===== src/rtl/core_pkg.sv =====
// Shared constants and FSM state type for the fetch program-counter unit.
package core_pkg;

    localparam int unsigned XLEN         = 32;
    localparam logic [31:0] RESET_VECTOR = 32'h0000_1000;
    localparam logic [31:0] TRAP_VECTOR  = 32'h0000_0100;
    localparam int unsigned PC_INC       = 4;

    typedef enum logic [1:0] {
        BOOT = 2'd0,
        RUN  = 2'd1,
        HALT = 2'd2
    } pc_state_t;

endpackage


===== src/rtl/pc_unit_if.sv =====
// Control/branch-unit to PC-unit bundle: redirect requests in, fetch PC and status out.
interface pc_unit_if #(
    parameter int unsigned XLEN  = 32,
    parameter int unsigned CNT_W = 16
);
    logic             stall;
    logic             br_taken;
    logic [XLEN-1:0]  br_target;
    logic             jump;
    logic [XLEN-1:0]  jump_target;
    logic             trap;
    logic             mret;
    logic [XLEN-1:0]  mepc;
    logic             halt_req;
    logic             resume;
    logic [XLEN-1:0]  pc;
    logic [XLEN-1:0]  pc_plus4;
    logic             pc_valid;
    logic             misaligned;
    logic [XLEN-1:0]  bad_addr;
    logic             halted;
    logic [CNT_W-1:0] redirect_cnt;

    modport master (
        output stall, br_taken, br_target, jump, jump_target,
               trap, mret, mepc, halt_req, resume,
        input  pc, pc_plus4, pc_valid, misaligned, bad_addr, halted, redirect_cnt
    );

    modport slave (
        input  stall, br_taken, br_target, jump, jump_target,
               trap, mret, mepc, halt_req, resume,
        output pc, pc_plus4, pc_valid, misaligned, bad_addr, halted, redirect_cnt
    );
endinterface


===== src/rtl/pc_next_sel.sv =====
// Combinational next-PC priority mux with jump/branch target alignment check.
module pc_next_sel #(
    parameter int unsigned    XLEN        = 32,
    parameter logic [XLEN-1:0] TRAP_VECTOR = 32'h0000_0100,
    parameter int unsigned    IALIGN      = 32
) (
    input  logic [XLEN-1:0] pc,
    input  logic            stall,
    input  logic            br_taken,
    input  logic [XLEN-1:0] br_target,
    input  logic            jump,
    input  logic [XLEN-1:0] jump_target,
    input  logic            trap,
    input  logic            mret,
    input  logic [XLEN-1:0] mepc,
    input  logic            halt_req,
    output logic [XLEN-1:0] next_pc,
    output logic            redirect,
    output logic            misaligned,
    output logic            halt_go,
    output logic [XLEN-1:0] target
);
    import core_pkg::*;

    logic tgt_bad;

    always_comb begin
        target     = jump ? jump_target : br_target;
        tgt_bad    = (IALIGN == 16) ? target[0] : (target[1:0] != 2'b00);
        next_pc    = pc + XLEN'(PC_INC);
        redirect   = 1'b0;
        misaligned = 1'b0;
        halt_go    = 1'b0;
        if (trap) begin
            next_pc  = TRAP_VECTOR;
            redirect = 1'b1;
        end else if (mret) begin
            next_pc  = mepc;
            redirect = 1'b1;
        end else if (stall) begin
            next_pc = pc;
        end else if (jump || br_taken) begin
            redirect = 1'b1;
            if (tgt_bad) begin
                next_pc    = TRAP_VECTOR;
                misaligned = 1'b1;
            end else begin
                next_pc = target;
            end
        end else if (halt_req) begin
            next_pc = pc;
            halt_go = 1'b1;
        end
    end

endmodule


===== src/rtl/pc_unit.sv =====
// Fetch program counter: BOOT/RUN/HALT control, PC register, misalignment capture
// and a saturating count of non-sequential updates.
module pc_unit #(
    parameter int unsigned     XLEN         = core_pkg::XLEN,
    parameter logic [XLEN-1:0] RESET_VECTOR = XLEN'(core_pkg::RESET_VECTOR),
    parameter logic [XLEN-1:0] TRAP_VECTOR  = XLEN'(core_pkg::TRAP_VECTOR),
    parameter int unsigned     IALIGN       = 32,
    parameter int unsigned     CNT_W        = 16
) (
    input logic     clk,
    input logic     rst,
    pc_unit_if.slave bus
);
    import core_pkg::*;

    pc_state_t        state_q, state_d;
    logic [XLEN-1:0]  pc_q, pc_d, next_pc, target, bad_q;
    logic             valid_q, mis_q, halted_q;
    logic             redirect, mis_sel, halt_go;
    logic [CNT_W-1:0] cnt_q;
    logic             run;

    pc_next_sel #(
        .XLEN        (XLEN),
        .TRAP_VECTOR (TRAP_VECTOR),
        .IALIGN      (IALIGN)
    ) u_next_sel (
        .pc          (pc_q),
        .stall       (bus.stall),
        .br_taken    (bus.br_taken),
        .br_target   (bus.br_target),
        .jump        (bus.jump),
        .jump_target (bus.jump_target),
        .trap        (bus.trap),
        .mret        (bus.mret),
        .mepc        (bus.mepc),
        .halt_req    (bus.halt_req),
        .next_pc     (next_pc),
        .redirect    (redirect),
        .misaligned  (mis_sel),
        .halt_go     (halt_go),
        .target      (target)
    );

    always_ff @(posedge clk or posedge rst) begin
        if (rst) state_q <= BOOT;
        else     state_q <= state_d;
    end

    always_comb begin
        state_d = state_q;
        pc_d    = pc_q;
        run     = 1'b0;
        case (state_q)
            BOOT: state_d = RUN;
            RUN: begin
                run  = 1'b1;
                pc_d = next_pc;
                if (halt_go) state_d = HALT;
            end
            HALT: if (bus.resume) state_d = RUN;
            default: state_d = BOOT;
        endcase
    end

    // Status flags are registered from the next state so they line up with pc.
    always_ff @(posedge clk or posedge rst) begin
        if (rst) begin
            pc_q     <= RESET_VECTOR;
            valid_q  <= 1'b0;
            halted_q <= 1'b0;
            mis_q    <= 1'b0;
            bad_q    <= '0;
            cnt_q    <= '0;
        end else begin
            pc_q     <= pc_d;
            valid_q  <= (state_d == RUN);
            halted_q <= (state_d == HALT);
            mis_q    <= run && mis_sel;
            if (run && mis_sel) bad_q <= target;
            if (run && redirect && (cnt_q != '1)) cnt_q <= cnt_q + CNT_W'(1);
        end
    end

    assign bus.pc           = pc_q;
    assign bus.pc_plus4     = pc_q + XLEN'(PC_INC);
    assign bus.pc_valid     = valid_q;
    assign bus.misaligned   = mis_q;
    assign bus.bad_addr     = bad_q;
    assign bus.halted       = halted_q;
    assign bus.redirect_cnt = cnt_q;

endmodule


===== src/flat_wrapper.sv =====
// flat-port wrapper written by rule: the top's interface ports become plain ports
module pc_unit_flat import core_pkg::*;
#(
    parameter int unsigned     XLEN         = core_pkg::XLEN,
    parameter logic [XLEN-1:0] RESET_VECTOR = XLEN'(core_pkg::RESET_VECTOR),
    parameter logic [XLEN-1:0] TRAP_VECTOR  = XLEN'(core_pkg::TRAP_VECTOR),
    parameter int unsigned     IALIGN       = 32,
    parameter int unsigned     CNT_W        = 16
)
  (clk, rst, bus_stall, bus_br_taken, bus_br_target, bus_jump, bus_jump_target, bus_trap, bus_mret, bus_mepc, bus_halt_req, bus_resume, bus_pc, bus_pc_plus4, bus_pc_valid, bus_misaligned, bus_bad_addr, bus_halted, bus_redirect_cnt);
  pc_unit_if #(.XLEN(XLEN), .CNT_W(CNT_W)) bus_i ();
  input logic clk;
  input logic rst;
  input wire logic [$bits(bus_i.stall)-1:0] bus_stall;
  input wire logic [$bits(bus_i.br_taken)-1:0] bus_br_taken;
  input wire logic [$bits(bus_i.br_target)-1:0] bus_br_target;
  input wire logic [$bits(bus_i.jump)-1:0] bus_jump;
  input wire logic [$bits(bus_i.jump_target)-1:0] bus_jump_target;
  input wire logic [$bits(bus_i.trap)-1:0] bus_trap;
  input wire logic [$bits(bus_i.mret)-1:0] bus_mret;
  input wire logic [$bits(bus_i.mepc)-1:0] bus_mepc;
  input wire logic [$bits(bus_i.halt_req)-1:0] bus_halt_req;
  input wire logic [$bits(bus_i.resume)-1:0] bus_resume;
  output wire logic [$bits(bus_i.pc)-1:0] bus_pc;
  output wire logic [$bits(bus_i.pc_plus4)-1:0] bus_pc_plus4;
  output wire logic [$bits(bus_i.pc_valid)-1:0] bus_pc_valid;
  output wire logic [$bits(bus_i.misaligned)-1:0] bus_misaligned;
  output wire logic [$bits(bus_i.bad_addr)-1:0] bus_bad_addr;
  output wire logic [$bits(bus_i.halted)-1:0] bus_halted;
  output wire logic [$bits(bus_i.redirect_cnt)-1:0] bus_redirect_cnt;
  assign bus_i.stall = bus_stall;
  assign bus_i.br_taken = bus_br_taken;
  assign bus_i.br_target = bus_br_target;
  assign bus_i.jump = bus_jump;
  assign bus_i.jump_target = bus_jump_target;
  assign bus_i.trap = bus_trap;
  assign bus_i.mret = bus_mret;
  assign bus_i.mepc = bus_mepc;
  assign bus_i.halt_req = bus_halt_req;
  assign bus_i.resume = bus_resume;
  assign bus_pc = bus_i.pc;
  assign bus_pc_plus4 = bus_i.pc_plus4;
  assign bus_pc_valid = bus_i.pc_valid;
  assign bus_misaligned = bus_i.misaligned;
  assign bus_bad_addr = bus_i.bad_addr;
  assign bus_halted = bus_i.halted;
  assign bus_redirect_cnt = bus_i.redirect_cnt;
  pc_unit #(.XLEN(XLEN), .RESET_VECTOR(RESET_VECTOR), .TRAP_VECTOR(TRAP_VECTOR), .IALIGN(IALIGN), .CNT_W(CNT_W)) u_core (.clk(clk), .rst(rst), .bus(bus_i));
endmodule

===== config.mk =====
export PLATFORM = sky130hd
export DESIGN_NAME = pc_unit_flat
export DESIGN_NICKNAME = d
export VERILOG_FILES = /design/src/rtl/core_pkg.sv /design/src/rtl/pc_unit_if.sv /design/src/rtl/pc_next_sel.sv /design/src/rtl/pc_unit.sv /design/src/flat_wrapper.sv
export SDC_FILE = /design/constraint.sdc
export NUM_CORES = 1
export LEC_CHECK = 0
export ABC_AREA = 0
export BUFFER_PORTS_ARGS = -buffer_cell sky130_fd_sc_hd__buf_4
export CAP_MARGIN = 40
export CORE_MARGIN = 1
export CORE_UTILIZATION = 49
export CTS_CLUSTER_DIAMETER = 120
export DETAILED_ROUTE_END_ITERATION = 16
export PLACE_DENSITY = 0.91
export REMOVE_ABC_BUFFERS = 1
export SYNTH_ARGS = -nofsm -noshare
export SYNTH_HDL_FRONTEND = slang
export SYNTH_SLANG_ARGS = --single-unit

===== constraint.sdc =====
create_clock -name clk -period 3.2 [get_ports clk]
set_input_delay 0.64 -clock clk [delete_from_list [all_inputs] [get_ports clk]]
set_output_delay 0.64 -clock clk [all_outputs]
set_load 0.005 [all_outputs]

# [Word-level counts from Yosys, hierarchy flattened]
# Cells that the tools add are included.
[word_totals] input_bits=105 latch_bits=0 wordCells=48 mem_count=0 mem_bits_ro=0 out_inout_bits=115 regBits=85 ram_bits=0
[op_classes] n_eq_ne=7 addsub=2 n_shift=0 n_reduce_logical=7 bitwise=0 order_cmp=0 n_div=0 n_mux=25 multipliers=0
[op_table] cell="32-bit two-way mux" n=7
[op_table] cell="32-bit by 3-bit adder with 32-bit output, second input constant" n=1
[op_table] cell="16-bit by 1-bit adder with 16-bit output, second input constant" n=1
[op_table] cell="16-bit inequality test, second input constant" n=1
[op_table] cell="1-bit two-way mux" n=15
[op_table] cell="2-bit case mux with 3 select lines" n=1
[op_table] cell="2-bit by 1-bit equality test with 1-bit output, second input constant" n=2
[op_table] cell="2-bit equality test, second input constant" n=2
[op_table] cell="2-bit two-way mux" n=2
[op_table] cell="4-bit by 3-bit inequality test with 1-bit output, second input constant" n=1
[op_table] cell="1-bit logical AND" n=3
[op_table] cell="3-bit by 1-bit inequality test with 1-bit output, second input constant" n=1
[op_table] cell="3-bit AND reduction" n=1
[op_table] cell="2-bit zero test" n=1
[op_table] cell="2-bit nonzero test" n=1
[op_table] cell="1-bit logical OR" n=1

# [Depth between registers and ports, before layout]
# Gate-level depths: netlist of run 1.
[logic_depth] ltp_word=8 depth_mapped=8 depth_no_buf=6

# [Cells and area by module]
# From an unflattened synthesis of run 1, not the netlist that was laid out.
[hier_totals] cells_unflattened=659 hier_area_um2=6118.4
[modules_own_cells] module="pc_unit" cells_per_inst=306 area_per_inst_um2=3913.8 seq_area_each_um2=2128.3 instances=1
[modules_own_cells] module="pc_next_sel" cells_per_inst=353 area_per_inst_um2=2204.6 seq_area_each_um2=0.0 instances=1

# [Worst setup path before layout of run 1]
# Ideal clock, no wire load.
[synth_path] path_type="register -> output" from="register u_core.pc_q[12], in the netlist u_core.bus.pc[12]" to="output port bus_pc_plus4[23]" arrival_ns=1.662 n_path_buf=0 path_slack_ns=0.898 required_time_ns=2.560 stages_incl_launch_ff=5 cell_sequence="dfstp_2 nand4_1 nor4_1 and3_1 xor2_1"
[synth_via] elab_chain_len=1
[synth_lines] element="from (decl)" line="pc_unit.sv:17" text="logic [XLEN-1:0] pc_q, pc_d, next_pc, target, bad_q;"
[synth_lines] element="from (signal assigned)" line="pc_unit.sv:76" text="pc_q <= pc_d;"
[synth_lines] element="32-bit by 3-bit adder with 32-bit output" line="pc_unit.sv:86" text="assign bus.pc_plus4 = pc_q + XLEN'(PC_INC);"
[synth_lines] element="to (decl)" line="flat_wrapper.sv:25" text="output wire logic [$bits(bus_i.pc_plus4)-1:0] bus_pc_plus4;"
# Every way passes these cells.

# [Worst setup path in the final report of run 1]
[layout_path] from="register u_core.pc_q[12], in the netlist u_core.bus.pc[12]" to="output port bus_pc_plus4[27]"
# Same word-level chain as after synthesis.

==> run summary, run 1 <==
status = finished, final reports clean
drt first-iter violations = 374
RR Startpoint = u_core.bus.pc[2]$_DFFE_PP0P_
final hold vios = 0
Tmin final = 3074 ps
Root Buffer = clkbuf_8
drt pass-1 iters = 6
Crit. End Element = output pin
drt drc = 0
synthesized instance count = 566
maximum vdd drop = 0.0004257 V
top post-synthesis cells by area = dfrtp_1 40%, mux2_2 8.3%, xnor2_1 4.5%
total power per unit cell area = 458.2 mW/mm2
die area = 0.01120 mm2
fin nets = 887
Seq/Total Area, Yosys = 40.29%
FILL cells = 799
global-route wire length before repair = 27.76 mm
area grow syn2layout = 38.37%
antenna diode count = 0
Die W = 105.8 um
Final ANT Viol Nets = 0
EDFF count, synth = 0
cells on worst reg2reg path = 6
htree depth = 3
pre-CTS setup slack = 342.9 ps
CTS tree = done
vias in the first global route = 5663
DP Wirelength = 13.30 mm
Most used DFF post-synth = dfrtp_1
Achievable Freq = 325.3 MHz
via-per-instance ratio = 6.159
sequential cell area = 0.002128 mm2
Total GRT Usage = 31.77%
crit path kind = reg2out
core area = 0.01037 mm2
worst rel slew slack = 54.14%
reg2reg setup slack = 700 ps
Tcrit/Tclk final = 96.07%
placed cell area = 0.007073 mm2
Port Buffers = 219
FF+latch count, synth = 85
Clock transition at path regs = 90 ps
final cell count without fillers = 921
Die Y = 105.8 um
CP Data Arrival Time = 2430 ps
mapped cell area = 0.005283 mm2
Hold Crit Class = in2async
I/O Pins = 220
WL/cell = 19.52 um
RSZ-0062 raised after global routing = no
final setup fails = 0
post-cts hold buffer count = 0
Slew @ Worst Pin = 683.3 ps
Total Wirelength = 17.97 mm
crit path launch type = flip-flop
area of the multi-input gates = 0.002983 mm2
commonest cells after routing, fill and taps aside = 234 x buf_4, 84 x dfrtp_1, 53 x nand2_1, 40 x nor2_1, 39 x mux2_2
clk sinks = 85
Initial Utilization = 50.94%
Yosys top cell area share = 39.79%
share of post-route cells with drive strength above 1 = 37.96%
Warnings, synthesis = 0
CTS Buf Count = 9
Avg Cell Area, Syn = 9.333 um2
Worst Path Max Fanout = 8
leakage power = 3.398 nW
area leader, netlist = dfrtp_1
Synth cell types = 65
Synth async-reset ratio = 100.0%
gr ovfl total = 0
Max Cap Viol = 0
clk buf depth = 2
Worst EP required = 2560 ps
clock latency on the worst-skew pair = 360 ps
antenna violations before repair = 0
Final WS setup = 125.8 ps
Pins Over Slew Limit = 0
design area = 0.007310 mm2
final clock skew = 8.496 ps
gpl congestion = 0.9066
cell row count = 37
post-placement cell count = 902
vias = 5672
most common cell after layout, fill and taps aside = buf_4
largest net degree at the start of global routing = 45
Pwr Total = 3.349 mW
setup TNS = 0 ps
FF-to-FF End = u_core.bus.pc[26]$_DFFE_PP0P_
==> stage by stage <==
step	utilization [%]	hold WS (ps)
2_1_floorplan	-	488.5
3_3_place_gp	68.21	494.0
3_5_place_dp	68.21	491.6
4_1_cts	70.27	344.6
5_1_grt	70.49	382.4
6_report	70.49	335.3
==> Yosys cell counts, types with 3 or more instances <==
cell type	n
dfrtp_1	84
nand2_1	53
nor2_1	40
mux2_2	39
a21oi_1	37
o21ai_0	29
xnor2_1	27
nand3_1	26
mux2i_1	20
clkbuf_1	17
nand4_1	16
xor2_1	15
a211oi_1	12
inv_1	10
nor3_1	10
a221oi_1	8
and3_1	8
nand2b_1	8
a211o_1	7
and4_1	7
buf_2	7
o31ai_1	6
buf_1	4
nor4_1	4
o211ai_1	4
o22ai_1	4
a31oi_1	3
and2_1	3
buf_4	3
nor2b_1	3
nor4_2	3
o21bai_1	3
o2bb2ai_1	3
==> where the power goes <==
group	leakage, nW	internal [mW]	switching (mW)
Sequential	1.06	1.27	0.211
Clock	0.101	0.440	0.401
Combinational	2.24	0.593	0.428
==> sequential cells by signal, indices dropped and copies added (netlist names) <==
| signal | flops |
|---|---|
| u_core.state_q | 2 |
| u_core.bus.redirect_cnt | 16 |
| u_core.bus.pc | 32 |
| u_core.bus.bad_addr | 32 |
| u_core.bus.pc_valid | 1 |
| u_core.bus.halted | 1 |
| u_core.bus.misaligned | 1 |
==> cells by family (layout without fill, tap and decap cells) <==
| kind of cell | Yosys count | in the layout | share of synthesized area, % |
|---|---|---|---|
| multiplexers | 59 | 59 | 12.10 |
| AO/OA/AOI/OAI | 136 | 136 | 16.96 |
| buffers and inverters | 43 | 262 | 3.576 |
| XOR/XNOR | 42 | 42 | 6.964 |
| AND/OR/NAND/NOR | 199 | 199 | 19.64 |
| adder cells (fa/ha/maj) | 2 | 2 | 0.4736 |
| flip-flops | 85 | 85 | 40.29 |
==> critical path: stages (launching register included) <==
cell     delay [ps]
dfstp_2         620
nand4_1         240
nor4_2          630
nand4_1         260
xnor2_1         200
buf_4           130
==> what timing repair did <==
item / 4_1_cts / 5_1_grt
gates resized for setup: 1 / 0
buffers inserted: 0 / 3
endpoints found under the setup margin: 3 / 1
==> cell type report <==
type | count | area share [%]
Sequential cell | 85 | 29.12
Tap cell | 136 | 2.328
Clock buffer | 12 | 1.849
Timing Repair Buffer | 235 | 24.31
Clock inverter | 4 | 0.9928
Inverter | 11 | 0.5991
Multi-Input combinational cell | 438 | 40.81
==> how the worst max path moves through the flow <==
stage,start,endpoint,slack (ps)
3_3_place_gp,u_core.bus.pc[12]$_DFFE_PP1P_,bus_pc_plus4[31],420
3_5_place_dp,u_core.bus.pc[12]$_DFFE_PP1P_,bus_pc_plus4[31],340
6_report,u_core.bus.pc[12]$_DFFE_PP1P_,bus_pc_plus4[27],130
4_1_cts,u_core.bus.pc[12]$_DFFE_PP1P_,bus_pc_plus4[25],120
5_1_grt,u_core.bus.pc[12]$_DFFE_PP1P_,bus_pc_plus4[31],20
2_1_floorplan,bus_br_taken,u_core.bus.bad_addr[11]$_DFFE_PP0P_,-340
==> metal layers <==
layer	vias up	part of all wire [%]	GRT usage (%)
li1	2523	-	-
met3	65	10	7.174
met4	0	3.7	16.07
met5	-	0	0
met1	2681	36	36.63
met2	403	50	55.14
(Power assumes the default switching activity.)
==> run 2, diff against run 1 <==
--- a/config.mk
+++ b/config.mk
@@ -13,7 +13,6 @@
 export CTS_CLUSTER_DIAMETER = 120
 export DETAILED_ROUTE_END_ITERATION = 16
 export PLACE_DENSITY = 0.91
-export REMOVE_ABC_BUFFERS = 1
 export SYNTH_ARGS = -nofsm -noshare
 export SYNTH_HDL_FRONTEND = slang
 export SYNTH_SLANG_ARGS = --single-unit
==> run 2 against run 1 <==
Net effect:
- power fell by 2.4%
- critical endpoint is now bus_pc_plus4[28]
- combinational power barely moved
- highest routed layer unchanged
- first-iteration DRC count rose by 2.1%
- sequential share of layout area rose by 0.16 points
- design area fell by 0.55%
- cell count fell by 0.33%
- global-route usage fell by 0.11 points
- wire length fell by 1.6%
- worst setup slack improved by 32 ps
- maximum frequency rose by 1.1%
- worst hold slack improved by 42 ps
- non-clock buffer count fell by 2
==> run summary, run 2 (synthesis gave the netlist of run 1 again) <==
P_sw = 1.025 mW (-1.5%)
placed cell area = 0.007079 mm2 (about the same)
Max Cap Viol = 0 (unchanged)
post-cts sizing count = 0 (-1)
drt first-iter violations = 382 (+2.1%)
clock latency on the worst-skew pair = 360 ps (about the same)
Tcrit/Tclk final = 95.05% (-1.0 points)
Clock transition at path regs = 80 ps (about the same)
core area = 0.01037 mm2 (unchanged)
CTS Buf Count = 9 (unchanged)
I/O Pins = 220 (unchanged)
clk sinks = 85 (unchanged)
RSZ-0062 raised after global routing = no
final clock skew = 6.953 ps (-1.543 ps)
drt pass-1 iters = 5 (-1)
Pins Over Slew Limit = 0 (unchanged)
final cell count without fillers = 918 (-0.33%)
Crit. End Element = output pin
Initial Utilization = 50.94% (unchanged)
clock share of power = 23.4% (-1.7 points)
crit path launch type = flip-flop
final hold vios = 0 (unchanged)
Hold Crit Class = in2async
Root Buffer = clkbuf_8
Pwr Total = 3.270 mW (-2.4%)
FF-to-FF End = u_core.bus.pc[26]$_DFFE_PP0P_
global-route wire length before repair = 27.63 mm (-0.47%)
most common cell after layout, fill and taps aside = buf_4
leakage power = 3.389 nW (-0.28%)
reg2reg setup slack = 790 ps (+90 ps)
Final ANT Viol Nets = 0 (unchanged)
status = finished, final reports clean
Worst EP required = 2560 ps (about the same)
Port Buffers = 219 (unchanged)
logic gate share of total power = 31.3% (+0.8 points)
share of post-route cells with drive strength above 1 = 37.85% (-0.11 points)
syn_nets = 673
cell row count = 37 (unchanged)
via-per-instance ratio = 6.046 (-1.8%)
post-cts hold buffer count = 0 (unchanged)
WL/cell = 19.28 um (-1.2%)
Total GRT Usage = 31.66% (-0.11 points)
DP Wirelength = 13.31 mm (+0.11%)
Post-CTS Setup Inserts = 0 (unchanged)
largest net degree at the start of global routing = 86 (+91%)
cells on worst reg2reg path = 5 (-1)
post-placement cell count = 903 (+0.11%)
vias in the first global route = 5344 (-5.6%)
Die Y = 105.8 um (unchanged)
Slew @ Worst Pin = 752.6 ps (+69.27 ps)
antenna diode count = 0 (unchanged)
CP Data Arrival Time = 2400 ps (-30 ps)
design area = 0.007269 mm2 (-0.55%)
CTS tree = done
Tmin final = 3042 ps (-32.49 ps)
maximum vdd drop = 0.0003855 V (-9.4%)
commonest cells after routing, fill and taps aside = 232 x buf_4, 84 x dfrtp_1, 53 x nand2_1, 40 x nor2_1, 39 x mux2_2
switching share of power = 31.34% (+0.26 points)
RR Startpoint = u_core.bus.pc[12]$_DFFE_PP1P_
total power per unit cell area = 449.8 mW/mm2 (-1.8%)
antenna violations before repair = 0 (unchanged)
Achievable Freq = 328.8 MHz (+1.1%)
Int Power = 2.245 mW (-2.7%)
Flop pwr share = 45.3% (+0.9 points)
Worst Path Max Fanout = 6 (-2)
crit path kind = reg2out
fin nets = 885 (-0.23%)
drt drc = 0 (unchanged)
htree depth = 3 (unchanged)
area grow syn2layout = 37.61%
clk buf depth = 2 (unchanged)
Die W = 105.8 um (unchanged)
gr ovfl total = 0 (unchanged)
vias = 5550 (-2.2%)
final design utilization = 70.10% (-0.39 points)
Total Wirelength = 17.70 mm (-1.6%)
worst rel slew slack = 49.49% (-4.6 points)
gpl congestion = 0.9065 (about the same)
die area = 0.01120 mm2 (unchanged)
setup TNS = 0 ps (unchanged)
final setup fails = 0 (unchanged)
FILL cells = 843 (+5.5%)
run 2: cell type report:
class                           count  area, um2  area share [%]
Clock buffer                       11      141.4           1.945
Clock inverter                      4      48.80          0.6713
Inverter                           11      42.54          0.5852
Multi-Input combinational cell    438       2977           40.95
Sequential cell                    85       2128           29.28
Tap cell                          136      170.2           2.341
Timing Repair Buffer              233       1762           24.23
run 2: worst max-delay path, stage by stage, from the launching register on:
cell	delay [ps]
dfrtp_1	450
ha_1	240
and2_1	240
nand3_1	270
nor4_2	450
xor2_1	240
buf_4	150
run 2: metrics by stage:
step / setup WS, ps / hold slack, ps
4_1_cts: 189.4 / 395.3
5_1_grt: 47.23 / 415.8
3_5_place_dp: 515.6 / 498.3
3_3_place_gp: 598.1 / 492.9
2_1_floorplan: 368.2 / 485.8
6_report: 158.3 / 377.0
run 2: power by group through the flow:
stage,clock network (mW),logic (mW),registers (mW)
4_1_cts,0.776,1.03,1.48
5_1_grt,0.822,1.10,1.51
3_3_place_gp,0,0.997,1.48
6_report,0.765,1.02,1.48
3_5_place_dp,0,1.03,1.50
2_1_floorplan,0,0.425,1.47
run 2: worst max-delay path by stage:
stage / start / to / slack, ps / depth (start not counted)
6_report: u_core.bus.pc[3]$_DFFE_PP0P_ / bus_pc_plus4[28] / 160 / 6
5_1_grt: u_core.bus.pc[2]$_DFFE_PP0P_ / bus_pc_plus4[28] / 50 / 6
4_1_cts: u_core.bus.pc[2]$_DFFE_PP0P_ / bus_pc_plus4[28] / 190 / 6
3_5_place_dp: bus_jump / u_core.bus.pc[24]$_DFFE_PP0P_ / 520 / 6
3_3_place_gp: bus_jump / u_core.bus.pc[23]$_DFFE_PP0P_ / 600 / 6
2_1_floorplan: rst / u_core.bus.bad_addr[0]$_DFFE_PP0P_ / 370 / 1
run 2: layer usage:
| layer | wire, um | GRT usage (%) | part of all wire (%) |
|---|---|---|---|
| met2 | 8519 | 52.52 | 48 |
| met5 | 0 | 0 | 0 |
| met3 | 1676 | 8.472 | 9.5 |
| met1 | 6920 | 38.74 | 39 |
| met4 | 578 | 13.39 | 3.3 |
